File: src/rtl/foc_pkg.sv
// Shared FOC definitions: default widths, transform FSM states, rounding constant.
// Latency: n/a (types and constants only).
// Backpressure: n/a.
package foc_pkg;

  localparam int D_WIDTH_DEF = 18;  // signed data width
  localparam int Q_BITS_DEF  = 15;  // fractional bits of sin/cos

  typedef enum logic [2:0] {
    IDLE = 3'd0,
    P0   = 3'd1,
    P1   = 3'd2,
    P2   = 3'd3,
    P3   = 3'd4
  } state_t;

  // Half an LSB of the Q-format result: added before the arithmetic shift
  // so the shift rounds half up instead of flooring.
  function automatic longint round_const(input int q_bits);
    return longint'(1) <<< (q_bits - 1);
  endfunction

endpackage

File: src/rtl/round_sat.sv
// Round a wide Q-format accumulator to OUT_W bits (half up), then clamp or wrap.
// Latency: combinational.
// Backpressure: none.
// Ports: acc (IN_W signed accumulator, Q_BITS fractional), res (OUT_W signed).
// Build option: INV_PARK_SAT_EN clamps out-of-range results; otherwise wraps.
module round_sat
  import foc_pkg::*;
#(
  parameter int IN_W   = 37,
  parameter int OUT_W  = 18,
  parameter int Q_BITS = 15
) (
  input  logic signed [IN_W-1:0]  acc,
  output logic signed [OUT_W-1:0] res
);

  localparam int RW = IN_W + 1;         // one guard bit so the rounding add cannot overflow
  localparam int SW = RW - Q_BITS;      // integer part after the shift
  localparam logic signed [RW-1:0] RND = RW'(round_const(Q_BITS));

  logic signed [RW-1:0] sum;
  logic signed [SW-1:0] rnd;
  logic                 unused_frac;

  assign sum         = {acc[IN_W-1], acc} + RND;
  assign rnd         = sum[RW-1:Q_BITS];  // arithmetic shift right by Q_BITS
  assign unused_frac = ^sum[Q_BITS-1:0];

`ifdef INV_PARK_SAT_EN
  localparam logic signed [OUT_W-1:0] MAX_V = {1'b0, {(OUT_W-1){1'b1}}};
  localparam logic signed [OUT_W-1:0] MIN_V = {1'b1, {(OUT_W-1){1'b0}}};

  // In range exactly when every bit above the output sign matches it.
  logic [SW-OUT_W:0] hi;
  assign hi = rnd[SW-1:OUT_W-1];

  always_comb begin
    res = rnd[OUT_W-1:0];
    if (!((&hi) || !(|hi))) begin
      res = rnd[SW-1] ? MIN_V : MAX_V;
    end
  end
`else
  logic unused_hi;
  assign unused_hi = ^rnd[SW-1:OUT_W];
  assign res       = rnd[OUT_W-1:0];
`endif

endmodule

File: src/rtl/inv_park.sv
// Inverse Park transform: alpha = d*cos - q*sin, beta = d*sin + q*cos, one shared multiplier.
// Latency: 4 cycles from the start-sampling edge to done; one transform per 5 cycles.
// Backpressure: none; start is sampled only in IDLE, starts while busy are dropped.
// Ports: clk, rst (async active-high), d_in/q_in/sin/cos (D_WIDTH signed, sin/cos Q_BITS
//        fractional), start; alpha/beta (D_WIDTH signed, held between done pulses), done, busy.
// Build option: INV_PARK_SAT_EN saturates results, otherwise two's-complement wrap.
module inv_park
  import foc_pkg::*;
#(
  parameter int D_WIDTH = D_WIDTH_DEF,
  parameter int Q_BITS  = Q_BITS_DEF
) (
  input  logic                      clk,
  input  logic                      rst,
  input  logic signed [D_WIDTH-1:0] d_in,
  input  logic signed [D_WIDTH-1:0] q_in,
  input  logic signed [D_WIDTH-1:0] sin,
  input  logic signed [D_WIDTH-1:0] cos,
  input  logic                      start,
  output logic signed [D_WIDTH-1:0] alpha,
  output logic signed [D_WIDTH-1:0] beta,
  output logic                      done,
  output logic                      busy
);

  localparam int PW = 2 * D_WIDTH;      // product width
  localparam int AW = 2 * D_WIDTH + 1;  // accumulator width, holds sum of two products

  state_t state, state_nxt;

  logic signed [D_WIDTH-1:0] d_r, q_r, s_r, c_r;
  logic signed [AW-1:0]      acc_a, acc_b;
  logic signed [D_WIDTH-1:0] mul_x, mul_y;
  logic signed [PW-1:0]      prod;
  logic signed [AW-1:0]      prod_x;
  logic signed [AW-1:0]      acc_b_sum;
  logic signed [D_WIDTH-1:0] alpha_rnd, beta_rnd;

  // Operand select for the shared multiplier.
  always_comb begin
    mul_x = d_r;
    mul_y = c_r;
    case (state)
      P1:      begin mul_x = q_r; mul_y = s_r; end
      P2:      begin mul_x = d_r; mul_y = s_r; end
      P3:      begin mul_x = q_r; mul_y = c_r; end
      default: begin mul_x = d_r; mul_y = c_r; end
    endcase
  end

  assign prod      = mul_x * mul_y;
  assign prod_x    = {prod[PW-1], prod};
  // beta is finished in the same cycle it is written out, so round the
  // combinational sum rather than the registered accumulator.
  assign acc_b_sum = acc_b + prod_x;

  round_sat #(.IN_W(AW), .OUT_W(D_WIDTH), .Q_BITS(Q_BITS)) u_round_a (
    .acc (acc_a),
    .res (alpha_rnd)
  );

  round_sat #(.IN_W(AW), .OUT_W(D_WIDTH), .Q_BITS(Q_BITS)) u_round_b (
    .acc (acc_b_sum),
    .res (beta_rnd)
  );

  always_comb begin
    state_nxt = state;
    case (state)
      IDLE:    if (start) state_nxt = P0;
      P0:      state_nxt = P1;
      P1:      state_nxt = P2;
      P2:      state_nxt = P3;
      P3:      state_nxt = IDLE;
      default: state_nxt = IDLE;
    endcase
  end

  assign busy = (state != IDLE);

  always_ff @(posedge clk or posedge rst) begin
    if (rst) begin
      state <= IDLE;
      d_r   <= '0;
      q_r   <= '0;
      s_r   <= '0;
      c_r   <= '0;
      acc_a <= '0;
      acc_b <= '0;
      alpha <= '0;
      beta  <= '0;
      done  <= 1'b0;
    end else begin
      state <= state_nxt;
      done  <= 1'b0;
      case (state)
        IDLE: begin
          if (start) begin
            d_r <= d_in;
            q_r <= q_in;
            s_r <= sin;
            c_r <= cos;
          end
        end
        P0: acc_a <= prod_x;
        P1: acc_a <= acc_a - prod_x;
        P2: acc_b <= prod_x;
        P3: begin
          acc_b <= acc_b_sum;
          alpha <= alpha_rnd;
          beta  <= beta_rnd;
          done  <= 1'b1;
        end
        default: ;
      endcase
    end
  end

endmodule

File: config.mk
export PLATFORM = sky130hd
export DESIGN_NAME = inv_park
export DESIGN_NICKNAME = d
export VERILOG_FILES = /design/src/rtl/foc_pkg.sv /design/src/rtl/round_sat.sv /design/src/rtl/inv_park.sv
export SDC_FILE = /design/constraint.sdc
export NUM_CORES = 1
export LEC_CHECK = 0
export CELL_PAD_IN_SITES_DETAIL_PLACEMENT = 1
export CELL_PAD_IN_SITES_GLOBAL_PLACEMENT = 1
export CORE_MARGIN = 8
export CORE_UTILIZATION = 56
export DETAILED_ROUTE_END_ITERATION = 10
export DONT_BUFFER_PORTS = 1
export HOLD_SLACK_MARGIN = 0.1
export PLACE_DENSITY = 0.89
export SLEW_MARGIN = 10
export SYNTH_ARGS = -nofsm -noshare
export SYNTH_HDL_FRONTEND = slang
export SYNTH_HIERARCHICAL = 1
export SYNTH_SLANG_ARGS = --single-unit
File: constraint.sdc
create_clock -name clk -period 21.7 [get_ports clk]
set_input_delay 2.17 -clock clk [delete_from_list [all_inputs] [get_ports clk]]
set_output_delay 2.17 -clock clk [all_outputs]
set_load 0.02 [all_outputs]
---- Yosys cells after proc, flatten, opt, wreduce, memory -nomap -nowiden ----
Cells that the tools add are included.
cells by class
  $add $sub $neg .......................... 4
  multiplexer cells ....................... 7
  reductions and logical operators ........ 7
  multipliers ............................. 1
  equality and inequality tests ........... 5
operator list
  operator                number
  $pmux 37 s2             2
  $add 33x16->33 const B  2
  $add 37x36->37          1
  $sub 37x36->37          1
  $mul 18x18->36          1
  $mux 18                 2
  $pmux 3 s4              1
  $eq 3x2->1 const B      2
  $reduce_bool 2->1       2
  $reduce_or 2->1         2
  $eq 3x1->1 const B      1
  $eq 3x3->1 const B      1
  $logic_not 3->1         1
  $mux 3                  1
  $reduce_bool 3->1       1
  $ne 2x2->1 const B      1
  $reduce_and 2->1        1
  $mux 1                  1
word-level totals
  register bits ........................... 186
  logic and storage cells ................. 34
  bits of input ports ..................... 75

---- Logic depth before layout (Yosys ltp) ----
Gate-level depths: netlist of run 1.
  depth in word-level cells ............... 6
  gate-level depth with buffers ........... 46
  gate-level depth less buffers ........... 43

---- Hierarchy ----
The synthesis of run 1 kept the hierarchy.
by module, submodules not included
  module     cells an instance  times used  area each (um^2)
  inv_park   2673               1           23917.9
  round_sat  46                 2           345.3

---- Worst setup path before layout of run 1 ----
OpenSTA, ideal clock, no wires.
  path kind ............................... register to register
  start ................................... register state[1]
  end ..................................... register acc_a[34]
  arrival ................................. 10.182 ns
  setup slack ............................. 11.383 ns
  required time ........................... 21.565 ns
  cell stages (with the launch flop) ...... 39
  path buffers ............................ 3
  library setup time ...................... 0.135 ns
  period minus slack after synthesis ...... 10.317 ns
  path through ............................ dfrtp_1 -> nor2b_1 -> clkbuf_1 -> buf_1 -> clkbuf_1 -> mux2i_1 -> nor2_1 -> fa_1 -> inv_1 -> fa_1 -> fa_1 -> inv_1 -> fa_1 -> fa_1 -> inv_1 -> fa_1 -> inv_1 -> ha_1 -> [3 not listed] -> a21bo_1 -> and2_2 -> o21ai_0 -> xnor2_1 -> ha_1 -> nand4_1 -> a311oi_1 -> nor2_1 -> a31oi_1 -> nor3_1 -> o31ai_1 -> a2111oi_1 -> o32ai_2 -> a22oi_2 -> a2111oi_2 -> nor4b_2 -> mux2i_1 -> o211ai_1
between the ends
  word-level cells in the longest chain between the ends .. 6
  elaborated cells between the ends (all ways) .. 12
RTL lines
  what                                RTL line         RTL
  from (decl)                         inv_park.sv:29   state_t state, state_nxt;
  from (signal assigned)              inv_park.sv:94   state <= state_nxt;
  $eq 3x3->1 (tied with other cells)  inv_park.sv:43   case (state)
  $reduce_or 2->1 (no source line)    n/a
  $mux 18                             inv_park.sv:43
  $mul 18x18->36                      inv_park.sv:51   assign prod = mul_x * mul_y;
  $sub 37x36->37                      inv_park.sv:106  P1: acc_a <= acc_a - prod_x;
  $pmux 37 s2                         inv_park.sv:96   case (state)
  to (signal assigned)                inv_park.sv:105  P0: acc_a <= prod_x;
  to (signal assigned)                inv_park.sv:106
  to (decl)                           inv_park.sv:32   logic signed [AW-1:0] acc_a, acc_b;
Several ways; a longest one is shown, not always the timed one.
A chain may end at the register's enable or synchronous reset.

---- Worst setup path after layout of run 1 ----
  start ................................... register state[2]
  end ..................................... register acc_a[32]
The elaborated chain is that of the path after synthesis.

==> impl_metrics.csv, run 1 <==
group,metric,value,unit
layout,drive_above_1_share,8.60,%
global_routing,grt_pass1_vias,21400,
sta,finalHoldViolCount,0,
floorplanning,die-width,219,um
layout,fill_cells,4727,
clocking,clk_pin_slew,70,ps
setup_path,crit_arrival,11890,ps
sta,slew-limit-headroom,12.4,%
route,num_vias,18700,
clocking,numCtsBuffers,17,
route,drt_iter0_drc,1389,
route,first_pass_iters,7,
setup_path,end_kind,"flop",
floorplanning,start_util,56.7,%
synthesis,synthCells,2592,
route,drc,0,
global_routing,antenna_found_initial,2,
setup_path,crit_slowest_cell,"mux2i_1",
setup_path,crit_buf_inv,5,
setup_path,critical_path_class,"flop to flop",
setup_path,required,22060,ps
sta,clock.fmax,86.8,MHz
layout,seqCellArea,4450,um^2
setup_path,timing.critical_path.slowest_cell_delay,980,ps
global_routing,grt_use_total,31.9,%
min_path,hp-class,"flop to flop",
sta,rsz0062_at_grt,"false",
route,vias_per_cell,6.05,
layout,layout_commonest_cell,"inv_1",
clocking,cts_setup_buffers,0,
clocking,htreeDepth,4,
placed_design,io_buffers,0,
clocking,cts.repair.resized,0,
global_routing,grt_pass1_wl,118000,um
synthesis,syn_nets,3136,
clocking,cts_root_buffer,"clkbuf_16",
route,wl,73200,um
route,ant_nets,0,
route,routedWlPerCell,23.7,um
sta,slew_violations,0,
floorplanning,core-area,40700,um^2
setup_path,crit_fanout,35,
global_routing,grt_start_max_net_pins,110,
layout,multiInputGateArea,16700,um^2
sta,finalSetupTns,0,ps
layout,fin_nets,3089,
clocking,cts_hold_buf,0,
setup_path,critPathLaunchType,"flop",
global_routing,overflow,0,
layout,area_delta_synth_final,4.64,%
synthesis,yosysWarningCount,6,
sta,period_share,53.1,%
layout,layout_common_cells,"inv_1 (404), nand2_1 (369), fa_1 (317)",
placed_design,dp_hpwl,58500,um
sta,finalSetupViolations,0,
setup_path,cpLargestDelayFamily,"adder cells",
placed_design,place.gp.congestion,1.00,
flow_run,cap_viol_max_count,0,
sta,tightest_slew,1280,ps
synthesis,synth_area,23100,um^2
synthesis,syn_avg_cell_area,8.91,um^2
floorplanning,die_h,219,um
floorplanning,die-area,48000,um^2
sta,layout_min_cycle_time,11530,ps
floorplanning,io_pins,113,
sta,fin_skew,15.5,ps
clocking,clock-sinks,178,
floorplanning,rows,74,
setup_path,cp_common_cell,"fa_1",
outcome,status,"completed",
clocking,cts_tree,"done",
clocking,cts_buffer_depth,2,
clocking,worst_skew_pair.late_latency,510,ps
registers in the layout, indices dropped and copies added (netlist names):
register  cells
acc_a        33
acc_b        33
s_r          18
d_r          18
beta         18
c_r          18
alpha        18
done          1
state         3
q_r          18
tightest hold or removal path: cells and delay by family, from the launching register on:
kind             cells  cell delay, ps
flip-flops           1             350
AND/OR/NAND/NOR      1              50
AO/OA/AOI/OAI        1              60
through the flow:
step           instance area (um^2)  instances  utilization (%)  setup WS, ps  hold slack [ps]
3_5_place_dp                  23600       3058             57.9         10260              483
5_1_grt                       24200       3092             59.3          9550              535
6_report                      24200       3092             59.3         10170              496
4_1_cts                       24200       3090             59.3         10240              498
2_1_floorplan                 23100       2592                -         11440              456
3_3_place_gp                  23600       3058             57.9         10790              471
area by class of cell:
class | count | share of cell area [%]
inverter | 408 | 6.37
timing repair buffer | 26 | 0.808
antenna | 2 | 0.0207
multi-input combinational | 1914 | 69.3
sequential | 178 | 18.4
clock inverter | 13 | 0.528
clock buffer | 19 | 1.83
tap | 532 | 2.75
per-layer routing:
metal  global-route usage [%]  share of wire (%)  vias up
met5                        0                  0        -
met4                     16.7                5.3        0
met3                     5.65                5.7      233
met2                     55.2                 50      669
met1                     37.7                 39     9640
li1                         -                  -     8179
worst paths after layout:
| check | start | to | slack (ps) | cells after the start |
|---|---|---|---|---|
| worst max-delay path | state[2] | acc_a[32] | 10170 | 37 |
| worst min-delay path | acc_a[11] | acc_a[11] | 500 | 2 |
| worst max register to register | state[2] | acc_a[32] | 10170 | 37 |
| worst min register to register | acc_a[11] | acc_a[11] | 500 | 2 |
| max in group asynchronous | rst | d_r[16] | 18580 | 2 |
| min in group asynchronous | rst | done | 1670 | 1 |
Power of run 1 is not shown: default switching activity piles up to over one toggle a cycle in this logic, so the estimate is an artifact.
==> run 2: changes to the inputs <==
CORE_UTILIZATION = 47   (was 56)
PLACE_DENSITY = 0.8   (was 0.89)
clock period = 10.3 ns   (was 21.7 ns; I/O delays follow)
==> run 2 against run 1 <==
Compared with the run above:
- register-to-register slack lost 10000 ps
- die area grew 18%
- first-iteration DRC count shrank 17%
- wire length shrank 1.3%
- sequential share of layout area shrank 0.74 points
- sequential cell count is the same
- maximum frequency grew 14%
- non-clock buffer count grew 56
- cell count grew 6.4%
- clock skew grew 3.5 ps
==> impl_metrics.csv, run 2 (same netlist as run 1, synthesis figures left out) <==
group,metric,value,unit
layout,multiInputGateArea,17000,um^2
route,wl,72300,um
sta,layout_min_cycle_time,10150,ps
clocking,clk_pin_slew,80,ps
placed_design,place_area,24100,um^2
placed_design,place.gp.congestion,0.958,
sta,period_share,98.5,%
layout,seqCellArea,4460,um^2
outcome,status,"completed",
setup_path,required,10660,ps
setup_path,cp_common_cell,"fa_1",
placed_design,dp_hpwl,56300,um
layout,largestRegisters,"acc_a x33, acc_b x33",
global_routing,grt_use_total,25.7,%
layout,layout_common_cells,"inv_1 (403), nand2_1 (368), fa_1 (317)",
sta,clock.fmax,98.5,MHz
clocking,cts_tree,"done",
layout,area_delta_synth_final,9.10,%
setup_path,crit_arrival,10500,ps
flow_run,cap_viol_max_count,0,
global_routing,grt_pass1_vias,20700,
setup_path,critical_path_class,"flop to flop",
setup_path,critPathLaunchType,"flop",
route,drt_iter0_drc,1147,
sta,finalHoldViolCount,0,
clocking,cts_buffer_depth,2,
floorplanning,io_pins,113,
sta,slew-limit-headroom,32.8,%
layout,drive_above_1_share,12.2,%
global_routing,overflow,0,
floorplanning,die_h,238,um
sta,finalSetupViolations,0,
sta,rsz0062_at_grt,"true",
clocking,numCtsBuffers,17,
layout,layout_commonest_cell,"inv_1",
setup_path,reg2reg_depth,41,
route,routedWlPerCell,22.0,um
setup_path,timing.critical_path.slowest_cell_delay,560,ps
sta,slew_violations,0,
layout,final_util,51.7,%
floorplanning,start_util,47.4,%
floorplanning,die-width,238,um
global_routing,grt_start_max_net_pins,108,
clocking,htreeDepth,4,
route,drc,0,
clocking,cts_root_buffer,"clkbuf_16",
route,first_pass_iters,5,
sta,finalSetupTns,0,ps
placed_design,io_buffers,0,
floorplanning,rows,81,
clocking,clock-sinks,178,
route,ant_nets,0,
sta,tightest_slew,1010,ps
floorplanning,die-area,56500,um^2
route,vias_per_cell,5.66,
route,num_vias,18600,
min_path,hp-class,"input pin to asynchronous set/reset pin",
layout,fin_nets,3145,
layout,fin_area,25200,um^2
global_routing,grt_pass1_wl,114000,um
clocking,cts_hold_buf,0,
global_routing,antenna_found_initial,9,
layout,fill_cells,5604,
setup_path,crit_slowest_cell,"fa_1",
sta,fin_skew,19.0,ps
setup_path,crit_fanout,17,
floorplanning,core-area,48700,um^2
setup_path,end_kind,"flop",
clocking,worst_skew_pair.late_latency,510,ps
==> run 2: cell types whose count changed in the layout (fill, tap and decap cells not counted), moves of 4 or more <==
cell      delta
a21oi_1      -4
a21oi_2      +4
buf_12       +4
buf_4       +51
clkinv_8     +5
diode_2     +11
ha_1         -6
ha_2         +5
inv_12       +4
mux2i_1      -5
==> run 2: worst max-delay path: cells and delay by family (launching register included) <==
family	cells	cell delay, ps
muxes	2	610
AOI/OAI and AO/OA	13	2780
buffers and inverters	9	1130
adders and majority gates	8	3770
and+or+nand+nor	8	1090
xor gates and xnor gates	1	160
DFF	1	450
==> run 2: worst paths after layout <==
kind / start / end / slack (ps)
min reg2reg: acc_a[10] / acc_a[10] / 500
min in group clk: acc_a[10] / acc_a[10] / 500
max in group asynchronous: rst / q_r[17] / 8370
min: rst / acc_a[3] / 480
max reg2reg: state[1] / acc_a[32] / 150
max: state[1] / acc_a[32] / 150
==> run 2: what timing repair did <==
item                       in CTS  in global routing
setup buffers                   1                 14
pin swaps                       1                 14
setup endpoints to repair       1                 12
resized for setup               1                 52
cloned                          0                  1
==> run 2: stage by stage <==
stage / instances / worst slack, ps / hold slack [ps]
floorplan: 2592 / 39.8 / 456
global placement: 3230 / 330 / 470
detailed placement: 3230 / -82.1 / 481
CTS: 3263 / 48.9 / 500
global route: 3291 / -255 / 524
finish: 3291 / 151 / 478
==> run 2: final cells by class <==
type / instances / share of cell area [%]
multi-input cells: 1914 / 67.6
repair buffers: 82 / 2.71
diodes: 13 / 0.129
well taps: 664 / 3.30
inverters: 408 / 6.11
clock buffers: 17 / 1.69
flip-flops and latches: 178 / 17.7
clock inverters: 15 / 0.805
==> run 2: metal layers <==
layer,routed length [um],vias to the layer above,GRT usage (%)
met5,0,-,0
met3,3940,136,5.54
met4,2210,0,8.05
met1,29700,9681,32.2
met2,36400,498,44.1
li1,-,8304,-
Power of run 2 is left out for the same reason.
==> run 3: changes to the inputs <==
CTS_BUF_LIST = sky130_fd_sc_hd__clkbuf_4 sky130_fd_sc_hd__clkbuf_8   (was not set)
==> run 3 against run 2 <==
Compared with the run above:
- global-route usage fell by 0.21 points
- critical path depth unchanged
- hold slack lost 74 ps
- cell area fell by 0.69%
- die area unchanged
- count of clock-buffer cells in the layout did not move
- register-to-register slack improved by 110 ps
- maximum frequency increased by 1.1%
- first-iteration DRC count up 3.0%
- critical path type unchanged
- critical endpoint unchanged
==> impl_metrics.csv, run 3 (same netlist as run 1, synthesis figures left out) <==
group,metric,value,unit
route,routedWlPerCell,21.6,um
placed_design,place.gp.congestion,0.958,
min_path,hp-class,"input pin to asynchronous set/reset pin",
sta,finalSetupViolations,0,
floorplanning,rows,81,
global_routing,grt_use_total,25.5,%
global_routing,overflow,0,
clocking,clock-sinks,178,
layout,fin_nets,3146,
setup_path,timing.critical_path.slowest_cell_delay,620,ps
route,drc,0,
clocking,worst_skew_pair.late_latency,590,ps
route,ant_nets,0,
floorplanning,die_h,238,um
setup_path,r2r_start,"state[1]",
layout,largestRegisters,"acc_a x33, acc_b x33",
setup_path,crit_slowest_cell,"fa_1",
flow_run,cap_viol_max_count,0,
sta,slew_violations,0,
global_routing,grt_pass1_wl,113000,um
placed_design,io_buffers,0,
setup_path,crit_arrival,10470,ps
setup_path,worstSetupStartpoint,"state[1]",
outcome,status,"completed",
sta,layout_min_cycle_time,10040,ps
route,num_vias,18500,
layout,layout_commonest_cell,"inv_1",
clocking,numCtsBuffers,17,
sta,rsz0062_at_grt,"true",
clocking,cts_tree,"done",
setup_path,critical_path_class,"flop to flop",
sta,finalSetupTns,0,ps
floorplanning,io_pins,113,
route,wl,71000,um
layout,layout_common_cells,"inv_1 (403), nand2_1 (368), fa_1 (317)",
floorplanning,start_util,47.4,%
setup_path,end_kind,"flop",
clocking,cts_hold_buf,0,
floorplanning,die-area,56500,um^2
floorplanning,core-area,48700,um^2
clocking,htreeDepth,4,
clocking,cts_buffer_depth,2,
layout,area_delta_synth_final,8.35,%
global_routing,grt_start_max_net_pins,108,
sta,period_share,97.4,%
floorplanning,die-width,238,um
sta,slew-limit-headroom,35.0,%
clocking,clk_pin_slew,120,ps
clocking,cts_root_buffer,"clkbuf_8",
sta,tightest_slew,975,ps
setup_path,critPathLaunchType,"flop",
setup_path,cp_common_cell,"fa_1",
route,drt_iter0_drc,1181,
sta,clock.fmax,99.6,MHz
route,first_pass_iters,5,
global_routing,antenna_found_initial,6,
placed_design,dp_hpwl,56300,um
sta,finalHoldViolCount,0,
sta,fin_skew,34.0,ps
route,vias_per_cell,5.62,
layout,drive_above_1_share,12.4,%
setup_path,crit_fanout,17,
global_routing,grt_pass1_vias,20700,
setup_path,required,10730,ps
[run 3: repair_timing]
action | CTS | global route
pin swaps | 1 | 17
gates cloned | 0 | 1
endpoints found under the setup margin | 1 | 12
buffers inserted | 1 | 15
gates resized for setup | 1 | 56
[run 3: area by class of cell]
| cell class | instances | area, um^2 |
|---|---|---|
| inverters | 408 | 1540 |
| flip-flops and latches | 178 | 4460 |
| fillers | 5625 | 23700 |
| well taps | 664 | 831 |
| multi-input cells | 1914 | 17000 |
| diodes | 9 | 22.5 |
| repair buffers | 83 | 691 |
| clock buffers | 17 | 234 |
| clock inverters | 15 | 203 |
[run 3: path summary, 6_finish.rpt]
path	endpoint	slack, ps	cells after the start
setup / recovery	acc_a[32]	260	41
hold / removal	acc_a[3]	400	1
setup reg to reg	acc_a[32]	260	41
hold reg to reg	acc_a[9]	510	2
max in group asynchronous	s_r[17]	8460	2
min in group clk	acc_a[9]	510	2
[run 3: routing by layer]
metal / up-vias / track usage [%] / routed length (um)
met2: 460 / 44.0 / 35800
met4: 0 / 7.94 / 2020
met1: 9609 / 32.0 / 29400
met5: - / 0 / 0
li1: 8301 / - / -
met3: 120 / 5.14 / 3820
[run 3: critical path: cells and delay by family, from the launching register on]
family,cells,cell delay [ps]
flip-flops,1,470
adder cells (fa/ha/maj),8,3790
multiplexers,2,540
buffers and inverters,9,1090
XOR/XNOR,1,160
AND/OR/NAND/NOR,8,1050
AO/OA/AOI/OAI,13,2790
[run 3: through the flow]
stage	cell area, um^2	worst slack (ps)	utilization [%]	hold WS (ps)	cells
after global placement	24100	330	49.4	470	3230
after CTS	24500	67.5	50.4	396	3263
after detailed placement	24100	-82.1	49.4	481	3230
after global routing	25000	-205	51.3	429	3286
final	25000	265	51.3	404	3288
after floorplan	23100	39.8	-	456	2592
Power of run 3 is left out for the same reason.
